**config.mk**
```make
export PLATFORM = sky130hd
export DESIGN_NAME = ss_bus_master
export DESIGN_NICKNAME = d
export VERILOG_FILES = /design/src/rtl/ss_bus_master.sv
export SDC_FILE = /design/constraint.sdc
export NUM_CORES = 1
export LEC_CHECK = 0
export ABC_AREA = 1
export BUFFER_PORTS_ARGS = -buffer_cell sky130_fd_sc_hd__buf_4
export CORE_MARGIN = 5
export CORE_UTILIZATION = 29
export CTS_CLUSTER_DIAMETER = 100
export CTS_CLUSTER_SIZE = 20
export DETAILED_ROUTE_END_ITERATION = 16
export GPL_ROUTABILITY_DRIVEN = 1
export MAX_ROUTING_LAYER = met4
export PLACE_DENSITY_LB_ADDON = 0.2
export SLEW_MARGIN = 15
export SYNTH_ARGS = -nofsm -noshare
export SYNTH_HDL_FRONTEND = slang
export SYNTH_SLANG_ARGS = --single-unit
export TNS_END_PERCENT = 50
```
**constraint.sdc**
```tcl
create_clock -name clk -period 3.8 [get_ports clk]
set_input_delay 0.57 -clock clk [delete_from_list [all_inputs] [get_ports clk]]
set_output_delay 0.57 -clock clk [all_outputs]
set_load 0.03 [all_outputs]
```
**src/rtl/ss_bus_master.sv**
```systemverilog
// Save-state sequencer: walks every slave on the save-state bus, streaming each slave's
// words out on save and writing a header-framed stream back into the slaves on load.
module ss_bus_master #(
  parameter int NUM_SLAVES = 16,
  parameter int TIMEOUT    = 255
) (
  input  logic        clk,
  input  logic        reset,
  input  logic        save_start,
  input  logic        load_start,
  output logic        busy,
  output logic        done,
  output logic        error,
  output logic        out_valid,
  input  logic        out_ready,
  output logic [63:0] out_data,
  input  logic        in_valid,
  output logic        in_ready,
  input  logic [63:0] in_data,
  output logic        ssb_access,
  output logic [7:0]  ssb_select,
  output logic        ssb_query,
  output logic        ssb_read,
  output logic        ssb_write,
  output logic [23:0] ssb_addr,
  output logic [63:0] ssb_data,
  input  logic        ssb_ack,
  input  logic [63:0] ssb_data_out
);

  localparam int              TMO_W    = $clog2(TIMEOUT + 1);
  localparam logic [TMO_W-1:0] TMO_LAST = TMO_W'(TIMEOUT - 1);
  localparam logic [7:0]      IDX_LAST = 8'(NUM_SLAVES - 1);

  typedef enum logic [3:0] {
    IDLE, S_QUERY, S_HDR, S_READ, S_OUT, S_NEXT, S_DONE,
    L_HDR, L_WORD, L_WRITE, L_NEXT, L_DONE, L_ERR
  } state_t;

  state_t             state, state_nxt;
  logic [7:0]         idx;
  logic [31:0]        cnt;
  logic [31:0]        wcnt;
  logic [TMO_W-1:0]   tmo_cnt;
  logic [63:0]        out_data_q;
  logic [63:0]        wdata;
  logic               error_q;
  logic               req_end;
  logic               last_word;
  logic               last_idx;
  logic               hdr_mismatch;

  // An ack on the final timeout cycle still wins over the timeout.
  assign req_end      = ssb_ack || (tmo_cnt == TMO_LAST);
  assign last_word    = (wcnt + 32'd1) == cnt;
  assign last_idx     = (idx == IDX_LAST);
  assign hdr_mismatch = (in_data[63:56] != idx);

  assign out_data   = out_data_q;
  assign error      = error_q;
  assign ssb_select = idx;
  assign ssb_addr   = wcnt[23:0];
  assign ssb_data   = wdata;

  always_ff @(posedge clk) begin
    if (reset) state <= IDLE;
    else       state <= state_nxt;
  end

  always_comb begin
    state_nxt  = state;
    busy       = 1'b1;
    done       = 1'b0;
    out_valid  = 1'b0;
    in_ready   = 1'b0;
    ssb_query  = 1'b0;
    ssb_read   = 1'b0;
    ssb_write  = 1'b0;
    ssb_access = 1'b0;
    case (state)
      IDLE: begin
        busy = 1'b0;
        if (save_start)      state_nxt = S_QUERY;
        else if (load_start) state_nxt = L_HDR;
      end
      S_QUERY: begin
        ssb_query = 1'b1;
        if (req_end) state_nxt = S_HDR;
      end
      S_HDR: begin
        out_valid = 1'b1;
        if (out_ready) state_nxt = (cnt == 32'd0) ? S_NEXT : S_READ;
      end
      S_READ: begin
        ssb_read = 1'b1;
        if (req_end) state_nxt = S_OUT;
      end
      S_OUT: begin
        out_valid = 1'b1;
        if (out_ready) state_nxt = last_word ? S_NEXT : S_READ;
      end
      S_NEXT: state_nxt = last_idx ? S_DONE : S_QUERY;
      S_DONE, L_DONE: begin
        busy      = 1'b0;
        done      = 1'b1;
        state_nxt = IDLE;
      end
      L_HDR: begin
        in_ready = 1'b1;
        if (in_valid) begin
          if (hdr_mismatch)              state_nxt = L_ERR;
          else if (in_data[31:0] == 0)   state_nxt = L_NEXT;
          else                           state_nxt = L_WORD;
        end
      end
      L_WORD: begin
        in_ready = 1'b1;
        if (in_valid) state_nxt = L_WRITE;
      end
      L_WRITE: begin
        ssb_write = 1'b1;
        if (req_end) state_nxt = last_word ? L_NEXT : L_WORD;
      end
      L_NEXT: state_nxt = last_idx ? L_DONE : L_HDR;
      L_ERR: begin
        busy      = 1'b0;
        state_nxt = IDLE;
      end
      default: begin
        busy      = 1'b0;
        state_nxt = IDLE;
      end
    endcase
    ssb_access = ssb_query | ssb_read | ssb_write;
  end

  always_ff @(posedge clk) begin
    if (reset) begin
      idx        <= '0;
      cnt        <= '0;
      wcnt       <= '0;
      tmo_cnt    <= '0;
      out_data_q <= '0;
      wdata      <= '0;
      error_q    <= 1'b0;
    end else begin
      // Every request is followed by an idle cycle, so clearing here restarts the count per request.
      tmo_cnt <= (ssb_access && !req_end) ? tmo_cnt + 1'b1 : '0;
      case (state)
        IDLE: begin
          if (save_start || load_start) begin
            idx     <= '0;
            error_q <= 1'b0;
          end
        end
        S_QUERY: begin
          if (req_end) begin
            cnt        <= ssb_ack ? ssb_data_out[31:0] : 32'd0;
            out_data_q <= {idx, 24'h0, (ssb_ack ? ssb_data_out[31:0] : 32'd0)};
            wcnt       <= '0;
          end
        end
        S_READ: begin
          if (req_end) out_data_q <= ssb_ack ? ssb_data_out : 64'd0;
        end
        S_OUT: begin
          if (out_ready) wcnt <= wcnt + 32'd1;
        end
        S_NEXT, L_NEXT: begin
          if (!last_idx) idx <= idx + 8'd1;
        end
        L_HDR: begin
          if (in_valid) begin
            cnt  <= in_data[31:0];
            wcnt <= '0;
            if (hdr_mismatch) error_q <= 1'b1;
          end
        end
        L_WORD: begin
          if (in_valid) wdata <= in_data;
        end
        L_WRITE: begin
          if (req_end) wcnt <= wcnt + 32'd1;
        end
        default: ;
      endcase
    end
  end

endmodule

```
==> reports/metrics.csv, run 1 <==
stage,metric,value,unit
outcome,status,finished clean,
drt,vias_per_cell,5.027,
yosys,syn-num-nets,1732,
timing,fmax,346.0,MHz
yosys,yosys_warnings,0,
global_routing,antenna_found_initial,2,
worst_setup_path,critPathKind,register to register,
worst_setup_path,cp_cell_sequence,"inv_1, nor2_1, inv_2, nor2_4, inv_2, or2_1, nand2_1, nor4_1, inv_1, nand2_1, a21oi_1",
cts,clkSinkCount,213,
floorplan,design.die.area,41040,um^2
global_routing,track_usage,21.45,%
cts,ctsRootBufferMaster,clkbuf_16,
flow_run,drv_cap,0,
timing,worstMarginPinSlew,1109,ps
worst_hold_path,hold_depth,3,
floorplan,io_pins,304,
worst_setup_path,path_max_fanout,35,
cts,clock_latency,510,ps
yosys,post_synth_num_cell_types,43,
cts,cts_tree,yes,
drt,routedWlPerCell,19.48,um
cts,htree_levels,1,
drt,first_pass_iters,5,
yosys,yosysMostFrequentCell,nand2_1,
finish,nets,1964,
global_routing,grt_pass1_wl,67.84,mm
yosys,ys_seq_area_share,39.65,%
floorplan,die_w,202.6,um
global_routing,grt-ovfl-total,0,
cts,cts_buffers,16,
yosys,synth.area.top_cells,"dfxtp_1, nand2_1, nand3_1, a21oi_1, nor2_1",
worst_setup_path,critPathLaunchType,register,
drt,drc,0,
timing,finalHoldViolations,0,
timing,finalClockSkew,30.93,ps
timing,min_period_over_period,76.05,%
placed_design,globalplace.congestion,0.9421,
pwr,p_per_area,514.1,nW/um^2
worst_setup_path,r2r_end,state[1]$_SDFFE_PP0P_,
yosys,synth-seq-cells,213,
yosys,synth-main-ff-cell,dfxtp_1,
finish,fillers,3925,
cts,post-cts-setup-buffers,0,
finish,syn2layout_area_growth,28.21,%
worst_setup_path,cp.required,4160,ps
cts,cts_max_path_buffers,3,
worst_setup_path,worstReg2RegStart,state[2]$_SDFFE_PP0P_,
yosys,async_flop_share,0,%
yosys,synth.largest_area_cell,dfxtp_1,
timing,period_needed,2890,ps
worst_setup_path,reg2reg_slack,910,ps
yosys,syn_area,10760,um^2
worst_setup_path,worst-r2r-cell-count,11,
timing,slew_headroom,25.38,%
worst_hold_path,hold_class,input pin to register,
placed_design,port_buffers,303,
worst_setup_path,max_stage_delay,910,ps
drt,ant_nets,0,
floorplan,placementRows,70,
pwr,total_power,7.089,mW
timing,slew_viol_final,0,
yosys,synthAdderAreaFrac,0.4653,%
yosys,synth-compound-area-share,13.62,%
floorplan,initial_core_util,29.38,%
yosys,synth_top_area_share,39.65,%
global_routing,grt_max_degree,129,
drt,via_count,11560,
drt,routed_wl,44.81,mm
pwr,ir_worst_vdd,0.2884,mV
finish,drive_above_1_share,20.61,%
finish,design_area,13790,um^2
worst_hold_path,worstHoldStart,ssb_data_out[54],
worst_setup_path,crit_slowest_cell,nor4_1,
cts,hold_buffers,0,
floorplan,die_h,202.6,um
worst_setup_path,cp-end-kind,register,
yosys,syn_area_per_cell,6.752,um^2
placed_design,dp_hpwl,34.04,mm
yosys,synthMuxAreaShare,0,%
timing,rsz0062_at_grt,no,
floorplan,core,36610,um^2
yosys,yosys-top-cells-count,"nand2_1, nand3_1, dfxtp_1, a21oi_1, nor2_1",
worst_setup_path,critPathLaunch,state[2]$_SDFFE_PP0P_,
global_routing,first_global_vias,11310,
worst_hold_path,min_to,out_data[54]$_SDFFE_PP0P_,
timing,finalSetupTns,0,ps
cts,clk_pin_slew,90,ps
pwr,p_leak,5.668,nW
yosys,synth_top_family_by_area,simple AND/OR/NAND/NOR gates,
yosys,netlist_instances,1593,
drt,drt_iter0_drc,612,
yosys,yosys.area_share.simple,36.53,%
yosys,synth_edf_count,0,
cts,cts_resized,0,
placed_design,placed_area,13270,um^2
worst_setup_path,crit_arrival,3250,ps
timing,setup_viol,0,
yosys,synth_xor_xnor_area_share,1.431,%
registers in the layout, indices dropped and copies added (netlist names):
register	flops
state	4
tmo_cnt	8
cnt	32
wcnt	32
error	1
ssb_select	8
ssb_data	64
out_data	64
report_power, final:
| part | switching [mW] | leakage [nW] | internal [mW] |
|---|---|---|---|
| registers | 0.318 | 1.73 | 2.51 |
| logic | 1.62 | 3.69 | 0.830 |
| clock network | 0.918 | 0.250 | 0.900 |
layout by cell type, fill, tap and decap left out, types with 2 or more instances in the layout:
cell       count
o21ai_0       40
nand3b_1      14
clkinv_8       2
nor2_2         6
dfxtp_1      213
a21oi_1      157
nand2_2        8
a211oi_1       9
a32oi_1        2
inv_2          7
nor2_4         7
a31oi_1       36
clkinv_1       2
inv_8          2
and3_1         2
a22oi_1       15
nand4_1       19
xnor2_1       10
nor2_8         4
nor4_1        16
diode_2        3
ha_1           4
clkbuf_16     17
nand2_4        3
nand2_1      432
nor3_1        13
nor2_1       126
inv_1        100
buf_4        316
xor2_1         5
nand3_1      227
how the worst max path moves through the flow:
stage                                  endpoint  slack (ps)  cells past startpoint
final                     state[1]$_SDFFE_PP0P_         910                     11
after global routing      state[1]$_SDFFE_PP0P_         670                     11
after CTS                 state[1]$_SDFFE_PP0P_         900                     11
after detailed placement  state[1]$_SDFFE_PP0P_         940                     11
after global placement    state[1]$_SDFFE_PP0P_         860                     11
after floorplan           wcnt[28]$_SDFFE_PP0P_        1670                     11
stage by stage:
stage / hold slack [ps] / util, % / instances / setup WS, ps
global route: 305.7 / 37.66 / 2299 / 667.4
finish: 308.6 / 37.67 / 2300 / 910.0
global placement: 444.6 / 36.25 / 2275 / 863.9
detailed placement: 453.9 / 36.25 / 2275 / 938.7
floorplan: 429.7 / - / 1593 / 1672
CTS: 289.7 / 37.65 / 2297 / 902.6
metal layers:
metal	wire [um]	vias to the layer above	track usage (%)
met2	20850	360	34.82
met1	19580	5399	27.10
met3	3489	43	5.494
met4	887	0	4.801
met5	0	-	-
li1	-	5759	-
cell type report:
type / count / area, um^2 / area share (%)
multi-input cells: 1168 / 5620 / 40.76
flip-flops and latches: 213 / 4264 / 30.92
clock inverters: 5 / 85.08 / 0.6170
inverters: 109 / 409.1 / 2.967
well taps: 468 / 585.6 / 4.246
repair buffers: 317 / 2392 / 17.35
diodes: 3 / 7.507 / 0.05444
clock buffers: 17 / 425.4 / 3.085
worst max-delay path, delay by kind of cell (launching register included):
kind	cells	cell delay (ps)
AOI/OAI and AO/OA	1	70
buffers and inverters	4	820
DFF	1	360
and+or+nand+nor	6	1480
cell families after synthesis:
group	Yosys count
AO/OA/AOI/OAI	266
XOR/XNOR	16
adder cells (fa/ha/maj)	4
buffers and inverters	212
flip-flops	213
AND/OR/NAND/NOR	882
Power figures use the tool's default switching activity.
==> run 2: changes to the inputs <==
- clock period: 3.8 -> 2.6 ns (I/O delays scaled with it)
==> reports/metrics.csv, run 2 (synthesis gave the netlist of run 1 again) <==
stage,metric,value,unit,change
outcome,status,finished clean,,
worst_hold_path,hold_class,input pin to register,,
global_routing,first_global_vias,11210,,-0.87%
timing,finalSetupTns,0,ps,unchanged
finish,drive_above_1_share,22.50,%,+1.9 points
timing,slew_viol_final,0,,unchanged
worst_setup_path,crit_arrival,2020,ps,-1230 ps
global_routing,grt_max_degree,166,,+29%
pwr,ir_worst_vdd,0.6146,mV,+110%
timing,rsz0062_at_grt,no,,
finish,most-common-layout-cells,"nand2_1, buf_4, nand3_1",,
pwr,total_power,10.32,mW,+46%
finish,design_area,14070,um^2,+2.0%
cts,clkSinkCount,213,,unchanged
cts,clk_pin_slew,90,ps,about the same
global_routing,grt-ovfl-total,0,,unchanged
cts,cts_buffers,15,,-1
timing,slew_headroom,42.76,%,+17 points
global_routing,track_usage,21.32,%,-0.13 points
finish,fillers,3917,,-0.20%
drt,vias_per_cell,5.001,,-0.50%
placed_design,globalplace.congestion,0.9619,,+2.1%
worst_setup_path,cp.required,2210,ps,-1950 ps
cts,cts_tree,yes,,
floorplan,die_h,202.6,um,unchanged
finish,nets,1998,,+1.7%
global_routing,grt_pass1_wl,67.29,mm,-0.81%
drt,routed_wl,44.42,mm,-0.87%
drt,routedWlPerCell,19.06,um,-2.1%
pwr,p_per_area,733.2,nW/um^2,+43%
cts,htree_levels,1,,unchanged
floorplan,initial_core_util,29.38,%,unchanged
floorplan,placementRows,70,,unchanged
drt,first_pass_iters,7,,+2
drt,ant_nets,0,,unchanged
cts,cts_max_path_buffers,3,,unchanged
worst_setup_path,path_max_fanout,35,,unchanged
timing,finalHoldViolations,0,,unchanged
drt,drt_iter0_drc,766,,+25%
timing,finalClockSkew,15.47,ps,-15.46 ps
drt,via_count,11650,,+0.80%
worst_setup_path,critPathLaunchType,register,,
placed_design,dp_hpwl,33.83,mm,-0.62%
global_routing,antenna_found_initial,0,,-2
placed_design,placed_area,13570,um^2,+2.2%
finish,num_antenna_cells,0,,-3
cts,ctsRootBufferMaster,clkbuf_16,,
placed_design,dp_cells,2308,,+1.5%
pwr,p_leak,5.856,nW,+3.3%
worst_setup_path,r2r_end,state[1]$_SDFFE_PP0P_,,
worst_setup_path,cp-end-kind,output port,,
timing,fmax,414.1,MHz,
finish,stdcell_count,2330,,+1.3%
worst_setup_path,worst-r2r-cell-count,15,,+4
finish,syn2layout_area_growth,30.83,%,
finish,final_common_cell,nand2_1,,
worst_setup_path,crit_path_end,busy,,
worst_setup_path,critPathKind,register to output port,,
timing,setup_viol,0,,unchanged
drt,drc,0,,unchanged
floorplan,core,36610,um^2,unchanged
worst_setup_path,reg2reg_slack,220,ps,-690 ps
timing,worstMarginPinSlew,858.7,ps,-250.4 ps
timing,period_needed,2415,ps,
finish,register_area,4273,um^2,+0.21%
cts,clock_latency,490,ps,-20 ps
worst_setup_path,worstReg2RegStart,wcnt[26]$_SDFFE_PP0P_,,
floorplan,die_w,202.6,um,unchanged
timing,min_period_over_period,92.87,%,
floorplan,io_pins,304,,unchanged
floorplan,design.die.area,41040,um^2,unchanged
placed_design,port_buffers,303,,unchanged
worst_setup_path,critPathLaunch,state[2]$_SDFFE_PP0P_,,
flow_run,drv_cap,0,,unchanged
finish,multi_input_area,5625,um^2,about the same
[run 2: cell types whose count changed in the layout (fill, tap and decap cells not counted), moves of 3 or more]
cell,previous run,this run
dfxtp_2,0,7
dfxtp_1,213,206
buf_12,1,5
diode_2,3,0
buf_4,316,346
[run 2: worst min path at each step]
stage | from | endpoint | cells after the start
after floorplan | tmo_cnt[0]$_SDFF_PP0_ | tmo_cnt[0]$_SDFF_PP0_ | 1
after global placement | tmo_cnt[0]$_SDFF_PP0_ | tmo_cnt[0]$_SDFF_PP0_ | 1
after detailed placement | tmo_cnt[0]$_SDFF_PP0_ | tmo_cnt[0]$_SDFF_PP0_ | 1
after CTS | ssb_data_out[52] | out_data[52]$_SDFFE_PP0P_ | 3
after global routing | ssb_data_out[33] | out_data[33]$_SDFFE_PP0P_ | 3
final | ssb_data_out[49] | out_data[49]$_SDFFE_PP0P_ | 3
[run 2: per-stage QoR]
stage	util [%]	hold slack, ps	setup slack, ps
2_1_floorplan	-	429.7	472.4
3_3_place_gp	37.06	444.7	54.99
3_5_place_dp	37.06	450.9	53.52
4_1_cts	38.35	124.0	25.05
5_1_grt	38.43	142.0	3.986
6_report	38.43	150.4	185.3
[run 2: critical path: stages (launching register included)]
cell and delay (ps):
dfxtp_1 400, inv_1 70, nor2_1 110, inv_2 90, nor2_4 110, buf_6 270
nor2_1 140, nand4_1 140, buf_4 190
[run 2: routing by layer]
layer  GRT usage, %  vias to the layer above  wire [um]
li1               -                     5822          -
met3          5.734                       55       3784
met4          5.480                        0       1161
met1          26.70                     5365      18800
met5              -                        -          0
met2          34.34                      411      20670
[run 2: what timing repair did]
action	4_1_cts	5_1_grt
hold buffers	0	0
buffers inserted	0	2
resized for setup	0	10
endpoints found under the hold margin	0	0
setup endpoints to repair	0	3
[run 2: where the power goes]
group          internal, mW  total, mW  switching, mW
Sequential             3.66       4.10          0.437
Combinational          1.30       3.67           2.37
Clock                  1.29       2.55           1.26
[run 2: area by class of cell]
cell class | count | area share, %
clock buffers | 16 | 2.765
clock inverters | 4 | 0.5691
inverters | 109 | 2.908
multi-input cells | 1168 | 39.98
flip-flops and latches | 213 | 30.37
well taps | 468 | 4.161
repair buffers | 352 | 19.25
